### config.mk
export PLATFORM = sky130hd
export DESIGN_NAME = link_arbiter
export DESIGN_NICKNAME = d
export VERILOG_FILES = /design/src/rtl/link_arb_pkg.sv /design/src/rtl/link_rr_pick.sv /design/src/rtl/link_arbiter.sv
export SDC_FILE = /design/constraint.sdc
export NUM_CORES = 1
export LEC_CHECK = 0
export CAP_MARGIN = 5
export CORE_AREA = 5 5 93 95
export DETAILED_ROUTE_END_ITERATION = 8
export DIE_AREA = 0 0 98 100
export DONT_BUFFER_PORTS = 1
export MAX_ROUTING_LAYER = met4
export PLACE_DENSITY = 0.51
export SLEW_MARGIN = 10
export SYNTH_ARGS = -nofsm -noshare
export SYNTH_HDL_FRONTEND = slang
export SYNTH_SLANG_ARGS = --single-unit
export TNS_END_PERCENT = 100
### constraint.sdc
create_clock -name clk -period 2.6 [get_ports clk]
set_clock_uncertainty 0.05 [all_clocks]
set_input_delay 0.52 -clock clk [delete_from_list [all_inputs] [get_ports clk]]
set_output_delay 0.52 -clock clk [all_outputs]
set_load 0.01 [all_outputs]
### src/rtl/link_arb_pkg.sv
// Shared types and helpers for the N-to-1 link arbiter.
package link_arb_pkg;

  localparam int unsigned CNT_W = 3;

  typedef enum logic [1:0] {
    IDLE = 2'd0,
    REQ  = 2'd1,
    DATA = 2'd2
  } state_t;

  // True on the final beat of a burst of 'beats' beats.
  function automatic logic is_last_beat(input logic [CNT_W-1:0] dcnt,
                                        input int unsigned       beats);
    return dcnt == CNT_W'(beats - 1);
  endfunction

endpackage

### src/rtl/link_rr_pick.sv
// Round-robin picker: first requester at or after ptr, wrapping modulo N.
module link_rr_pick #(
  parameter int unsigned N     = 4,
  parameter int unsigned IDX_W = $clog2(N)
) (
  input  logic [N-1:0]     req,
  input  logic [IDX_W-1:0] ptr,
  output logic             found,
  output logic [IDX_W-1:0] idx
);

  logic [2*N-1:0] dbl;
  logic [2*N-1:0] masked;

  // The upper copy of the request vector supplies the wrapped-around candidates.
  always_comb begin
    dbl    = {req, req};
    masked = '0;
    found  = 1'b0;
    idx    = '0;
    for (int i = 0; i < 2 * N; i++) begin
      masked[i] = dbl[i] && (i >= int'(ptr));
    end
    for (int i = 2 * N - 1; i >= 0; i--) begin
      if (masked[i]) begin
        found = 1'b1;
        idx   = IDX_W'(i % N);
      end
    end
  end

endmodule

### src/rtl/link_arbiter.sv
// Shares one downstream link responder among N DMA channels with round-robin
// grant held from request through the last data beat of the burst.
module link_arbiter
  import link_arb_pkg::*;
#(
  parameter int unsigned N       = 4,
  parameter int unsigned ADDR_W  = 32,
  parameter int unsigned DATA_W  = 32,
  parameter int unsigned BEATS   = 8,
  parameter int unsigned TIMEOUT = 255
) (
  input  logic                   clk,
  input  logic                   rst_n,
  input  logic [N-1:0]           m_req,
  input  logic [N*ADDR_W-1:0]    m_addr,
  output logic [N-1:0]           m_ack,
  output logic [N-1:0]           m_dvld,
  output logic [DATA_W-1:0]      m_rdata,
  output logic [CNT_W-1:0]       m_dcnt,
  output logic                   s_req,
  output logic [ADDR_W-1:0]      s_addr,
  input  logic                   s_ack,
  input  logic                   s_dvld,
  input  logic [DATA_W-1:0]      s_rdata,
  input  logic [CNT_W-1:0]       s_dcnt,
  output logic [$clog2(N)-1:0]   grant_id,
  output logic                   busy,
  output logic                   err
);

  localparam int unsigned IDX_W = $clog2(N);
  localparam int unsigned TMR_W = $clog2(TIMEOUT + 1);

  state_t             state;
  logic [IDX_W-1:0]   grant;
  logic [IDX_W-1:0]   rr_ptr;
  logic [IDX_W-1:0]   next_ptr;
  logic [TMR_W-1:0]   timer;
  logic               err_q;
  logic               pick_found;
  logic [IDX_W-1:0]   pick_idx;
  logic               in_req;
  logic               in_data;
  logic [ADDR_W-1:0]  addr_arr [N];

  link_rr_pick #(
    .N     (N),
    .IDX_W (IDX_W)
  ) u_pick (
    .req   (m_req),
    .ptr   (rr_ptr),
    .found (pick_found),
    .idx   (pick_idx)
  );

  assign next_ptr = (grant == IDX_W'(N - 1)) ? '0 : grant + IDX_W'(1);

  always_ff @(posedge clk) begin
    if (!rst_n) begin
      state  <= IDLE;
      grant  <= '0;
      rr_ptr <= '0;
      timer  <= '0;
      err_q  <= 1'b0;
    end else begin
      // Data valid outside DATA has no owner; flag it and otherwise ignore it.
      err_q <= s_dvld && (state != DATA);
      case (state)
        IDLE: begin
          if (pick_found) begin
            grant <= pick_idx;
            state <= REQ;
          end
        end
        REQ: begin
          if (s_ack) begin
            state <= DATA;
            timer <= '0;
          end else if (!m_req[grant]) begin
            state <= IDLE;
          end
        end
        DATA: begin
          if (s_dvld) begin
            timer <= '0;
            if (is_last_beat(s_dcnt, BEATS)) begin
              state  <= IDLE;
              rr_ptr <= next_ptr;
            end
          end else if (timer == TMR_W'(TIMEOUT - 1)) begin
            // Responder went silent; release the link and move the pointer on.
            err_q  <= 1'b1;
            timer  <= '0;
            state  <= IDLE;
            rr_ptr <= next_ptr;
          end else begin
            timer <= timer + TMR_W'(1);
          end
        end
        default: state <= IDLE;
      endcase
    end
  end

  // Outputs are forced low while reset is held so the link is quiet immediately.
  assign in_req  = rst_n && (state == REQ);
  assign in_data = rst_n && (state == DATA);

  always_comb begin
    for (int i = 0; i < N; i++) begin
      addr_arr[i] = m_addr[i*ADDR_W +: ADDR_W];
    end
  end

  always_comb begin
    m_ack  = '0;
    m_dvld = '0;
    if (in_req) begin
      m_ack[grant] = s_ack;
    end
    if (in_data) begin
      m_dvld[grant] = s_dvld;
    end
  end

  assign s_req    = in_req;
  assign s_addr   = in_req ? addr_arr[grant] : '0;
  assign m_rdata  = in_data ? s_rdata : '0;
  assign m_dcnt   = in_data ? s_dcnt : '0;
  assign busy     = rst_n && (state != IDLE);
  assign grant_id = rst_n ? grant : '0;
  assign err      = rst_n && err_q;

endmodule

==> results of run 1 <==
-- per-layer routing --
metal | vias up | share of wire
li1 | 855 | -
met1 | 909 | 0.35
met2 | 157 | 0.53
met3 | 4 | 0.11
met4 | 0 | 0.0034
met5 | - | 0
-- cells in the mapped netlist, drive strengths merged (2+ instances only) --
library cell	instances	area, um2
nand2b	2	12.51
inv	10	37.54
and2	33	206.5
nand4	2	18.77
xnor2	5	43.79
a211oi	2	15.01
nor3	2	10.01
dfxtp	15	300.3
nand2	5	18.77
nor2	17	63.81
buf	5	27.53
nand3b	2	15.01
clkbuf	17	63.81
a21oi	8	40.04
o21ai	7	35.03
mux4	33	743.2
ha	6	75.07
and3	43	269.0
nor4	2	12.51
nand3	3	15.01
-- cells in the final DEF (no fill, tap or decap), drive strengths merged, types with 3 or more instances in the layout --
| cell type | Yosys | layout |
|---|---|---|
| and3 | 43 | 43 |
| mux4 | 33 | 33 |
| and2 | 33 | 33 |
| nor2 | 17 | 17 |
| dfxtp | 15 | 15 |
| inv | 10 | 10 |
| a21oi | 8 | 8 |
| buf | 5 | 7 |
| o21ai | 7 | 7 |
| ha | 6 | 6 |
| xnor2 | 5 | 5 |
| nand2 | 5 | 5 |
| clkbuf | 17 | 4 |
| nand3 | 3 | 3 |
-- flip-flops by register name (all words and copies together), names as in the netlist --
name    flops
grant       2
state       2
timer       8
rr_ptr      2
err_q       1
-- logic make-up after synthesis --
family                     Yosys count
and+or+nand+nor                    115
muxes                               33
buffers and inverters               32
AOI/OAI and AO/OA                   27
DFF                                 15
xor gates and xnor gates             6
adders and majority gates            6
-- layout make-up --
cell class / instances / area [um2] / share of cell area
clock buffers: 4 / 45.04 / 0.01955
inverters: 10 / 37.54 / 0.01630
multi-input cells: 187 / 1727 / 0.7496
flip-flops and latches: 15 / 301.5 / 0.1309
well taps: 102 / 127.6 / 0.05540
repair buffers: 7 / 65.06 / 0.02825
-- worst paths after layout --
kind	from	endpoint	cells after the start
min reg2reg	timer[7]	timer[7]	2
max reg2reg	state[1]	timer[3]	5
max	grant[0]	s_addr[26]	3
min	s_dvld	err_q	2
-- where the power goes --
part	switching, uW	total [uW]	internal [uW]
registers	16.6	255	239
clock network	83.1	192	108
logic	135	280	145
total	235	727	492
-- worst reg2reg max path: cells and delay by family (launching register included) --
family,cells,cell delay [ps]
buf+inv,1,290
flops,1,470
simple gates,3,440
compound gates,1,420
-- stage by stage --
step	cells	setup WS, ps	instance area, um2	hold WS [ps]	utilization
after floorplan	234	457.0	2147	413.6	-
after global placement	321	442.2	2258	435.0	0.2953
after detailed placement	321	417.7	2258	454.2	0.2953
after CTS	325	144.9	2303	417.0	0.3012
after global routing	325	71.77	2303	429.5	0.3012
final	325	196.0	2303	411.3	0.3012
==> metrics.csv, run 1 <==
stage,metric,value,unit
placed_design,I/O Buffers,0,
sta,f_max,416.0,MHz
sta,Final Slew Violations,0,
clock_tree,"Reg clk slew, reported paths",60,ps
layout,nets@finish,401,
setup_path,R2R Setup Slk,810,ps
logic_synthesis,multiplexer area fraction after synthesis,0.3462,
layout,P&R area growth vs syn,7.284,%
floorplan,Die W,98,um
sta,crit share post-route,0.9246,
run_status,status,completed,
setup_path,Top delay family on crit path,flip-flops,
logic_synthesis,largest family of logic cells by synthesized area,multiplexers,
setup_path,slowest library cell on the worst path,dfxtp_2,
clock_tree,Setup Buffers After CTS,0,
sta,Setup-failing EPs final,0,
floorplan,Die ar.,9800,um2
grt,met1 Use GR,0.1868,
setup_path,CP Data Arrival Time,1830,ps
setup_path,"slowest stage delay, CP",610,ps
placed_design,Routability Congestion,0.8289,
layout,# fillers,800,
run,Max Cap Viol,0,
clock_tree,clock sinks,15,
setup_path,CP Cell Sequence,buf_12 > mux4_2 > and2_1,
drt,DR WL/cell,26.59,um
grt,initial antenna violation count,0,
power_and_ir_drop,Peak VDD IR,0.0001973,V
floorplan,core area,7647,um2
drt,final WL,8642,um
floorplan,FP Rows,32,
drt,drt pass-1 iters,6,
clock_tree,post-cts resize count,0,
setup_path,CP Launch Type,flop,
logic_synthesis,Synth Area in Adders,0.03497,
floorplan,Initial Util,0.2808,
logic_synthesis,Synth Area in Compound Gates,0.07925,
grt,busiest grt layer,met2,
clock_tree,CTS Buf Count,3,
logic_synthesis,Syn Nets,411,
floorplan,Die Y,100,um
setup_path,Setup CP Type,flop to primary output,
clock_tree,H-tree Lvls,1,
setup_path,Critical Path RT,2030,ps
clock_tree,Clock Path Buffers,2,
logic_synthesis,"Async S/R FF share, synth",0,
floorplan,Ports,251,
grt,GRT Total Usage,0.1715,
setup_path,worst-path maximum fanout,19,
logic_synthesis,Post-Syn Area,2147,um2
logic_synthesis,Post-Synth Simple-Gate Area,0.3153,
clock_tree,CTS root buf,clkbuf_8,
sta,RSZ-0062 raised after global routing,no,
logic_synthesis,main flop type after synthesis,dfxtp_1,
grt,first-pass GRT wire length,12820,um
sta,final hold viol count,0,
logic_synthesis,number of synthesized flops with an enable pin,0,
logic_synthesis,Syn Area/Cell,9.175,um2
sta,Slew @ Worst Pin,460.8,ps
drt,Via Count,1925,
clock_tree,Worst-Skew Late Latency,250,ps
sta,Worst slew margin,0.6907,
layout,layout cells sized above 1,0.2108,
layout,antenna diode count,0,
clock_tree,hold_buf cts,0,
clock_tree,CTS tree,done,
power_and_ir_drop,post-layout power,727.2,uW
grt,grt total ovfl,0,
placed_design,hpwl dp,7500,um
logic_synthesis,Seq cells post-synth,15,
drt,vias per inst,5.923,
drt,DRC viols,0,
power_and_ir_drop,cell leakage power,0.0009217,uW
setup_path,Worst Path Buf+Inv,1,
setup_path,Setup crit end kind,primary output,
drt,Final ANT Viol Nets,0,
grt,met2 Usage GRT,0.3136,
power_and_ir_drop,power per cell area,315.7,nW/um2
logic_synthesis,sequential fraction of the synthesis area,0.1399,
grt,M3 GR Usage,0.05976,
logic_synthesis,Synth Instances,234,
grt,largest net degree at the start of global routing,41,
worst_hold_path,HP Class,input port to flop,
drt,1st-iter DRT viols,74,
logic_synthesis,YS warnings,0,
logic_synthesis,Yosys cell types,38,
sta,Setup TNS,0,ps
logic_synthesis,XOR/XNOR Fraction of Synth Area,0.02448,
grt,vias in the first global route,2025,
sta,fin crit period,2404,ps
Note: power is estimated with default switching activity, not from simulation.
==> run 2: changes to the inputs <==
CORE_AREA = 5 5 95 97   (was 5 5 93 95)
DIE_AREA = 0 0 100 102   (was 0 0 98 100)
clock period = 2 ns   (was 2.6 ns; I/O delays follow)
==> metrics.csv, run 2 (synthesized netlist as in run 1, its figures left out) <==
stage,metric,value,unit
run_status,status,completed,
sta,Final Slew Violations,0,
drt,Final ANT Viol Nets,0,
setup_path,worst reg2reg startpoint,timer[0],
power_and_ir_drop,Peak VDD IR,0.0002035,V
layout,max FFs per register,8,
power_and_ir_drop,sw power,318.0,uW
layout,"Core Util, Final",0.3044,
grt,first-pass GRT wire length,11660,um
drt,DR WL/cell,24.98,um
sta,Slew @ Worst Pin,443.1,ps
sta,final hold viol count,0,
drt,DRT met1 WL,2844,um
layout,final cell count without fillers,329,
power_and_ir_drop,Internal,684.1,uW
grt,GRT Total Usage,0.1509,
power_and_ir_drop,clock share of power,0.250,
run,Max Cap Viol,0,
clock_tree,"Reg clk slew, reported paths",60,ps
layout,most frequent cells in the layout,"and3_1 (43), mux4_2 (33), and2_4 (27), nor2_1 (17), dfxtp_1 (13)",
sta,Setup-failing EPs final,0,
drt,met2 wire length,4349,um
floorplan,Ports,251,
layout,antenna diode count,0,
setup_path,Critical Path RT,1550,ps
drt,DRC viols,0,
drt,top layer in use,met4,
sta,fin crit period,1994,ps
drt,1st-iter DRT viols,60,
drt,drt pass-1 iters,4,
setup_path,slowest library cell on the worst path,mux4_2,
clock_tree,H-tree Lvls,1,
sta,Worst slew margin,0.7026,
grt,grt total ovfl,0,
worst_hold_path,launch point of the worst hold path,s_dvld,
setup_path,"slowest stage delay, CP",540,ps
clock_tree,Worst-Skew Late Latency,250,ps
layout,nets@finish,402,
placed_design,Routability Congestion,0.9068,
power_and_ir_drop,combinational fraction of design power,0.425,
clock_tree,Clock Path Buffers,2,
placed_design,hpwl dp,6944,um
worst_hold_path,HP Class,input port to flop,
sta,f_max,501.6,MHz
power_and_ir_drop,switching share of total power,0.3173,
floorplan,FP Rows,33,
placed_design,cell total after placement,324,
grt,initial antenna violation count,0,
floorplan,Initial Util,0.2667,
layout,Largest Register,timer,
clock_tree,CTS root buf,clkbuf_8,
clock_tree,clock sinks,15,
floorplan,Die W,100,um
drt,Via Count,1953,
floorplan,Die ar.,10200,um2
floorplan,Die Y,102,um
clock_tree,Setup Buffers After CTS,0,
setup_path,CP Cell Sequence,buf_12 > mux4_2 > and2_4,
grt,largest net degree at the start of global routing,41,
setup_path,Setup crit end kind,primary output,
setup_path,worst-path maximum fanout,14,
power_and_ir_drop,power per cell area,408.9,nW/um2
power_and_ir_drop,cell leakage power,0.0009839,uW
drt,vias per inst,5.936,
sta,RSZ-0062 raised after global routing,yes,
drt,final WL,8218,um
setup_path,CP startpoint,grant[0],
clock_tree,CTS tree,done,
layout,"most common cell after layout, fill and taps aside",and3_1,
setup_path,CP Launch Type,flop,
layout,layout cells sized above 1,0.3393,
clock_tree,CTS Buf Count,3,
drt,DR WL met3,960,um
setup_path,CP Data Arrival Time,1540,ps
placed_design,I/O Buffers,0,
power_and_ir_drop,sequential group share of total power,0.325,
layout,P&R area growth vs syn,14.16,%
grt,vias in the first global route,1978,
setup_path,Setup CP Type,flop to primary output,
floorplan,core area,8051,um2
sta,crit share post-route,0.9968,
==> run 2: final timing paths <==
kind	end	slack [ps]	cells past startpoint
worst min register to register	timer[7]	460	2
worst min-delay path	err_q	260	2
worst max-delay path	s_addr[2]	6	3
worst max register to register	rr_ptr[0]	320	6
==> run 2: power groups by stage <==
stage               Clock, uW  Sequential, uW  Combinational (uW)
global placement            0             329                 383
detailed placement          0             329                 385
global route              275             328                 462
CTS                       257             325                 415
finish                    251             326                 426
floorplan                   0             325                 322
==> run 2: final cells by class <==
cell class	count	area, um2
Tap cell	105	131.4
Sequential cell	15	305.3
Fill cell	831	5600
Multi-Input combinational cell	187	1794
Inverter	10	37.54
Timing Repair Buffer	8	137.6
Clock buffer	4	45.04
==> run 2: what timing repair did <==
action,4_1_cts,5_1_grt
gates resized for setup,17,15
hold buffers,0,0
pin swaps,5,0
gates cloned,1,0
endpoints found under the setup margin,28,34
==> run 2: worst max-delay path, delay by kind of cell, from the launching register on <==
kind / cells / cell delay, ps
buf+inv: 1 / 180
flops: 1 / 400
mux: 1 / 540
simple gates: 1 / 170
==> run 2: through the flow <==
step | TNS [ps] | hold WS, ps | area (um2) | power [uW] | setup WS, ps
6_report | 0 | 259.9 | 2451 | 1002 | 6.386
5_1_grt | -1094 | 290.4 | 2451 | 1065 | -67.63
4_1_cts | -41.35 | 257.0 | 2414 | 997.7 | -21.67
3_5_place_dp | 0 | 437.7 | 2300 | 714.7 | 209.9
3_3_place_gp | 0 | 425.8 | 2300 | 712.3 | 200.3
2_1_floorplan | 0 | 413.6 | 2150 | 647.3 | 16.79
==> run 2: layer usage <==
metal,GRT usage,vias to the layer above
met3,0.03140,4
met2,0.2745,169
met1,0.1722,925
li1,-,855
met5,-,-
met4,0.03005,0
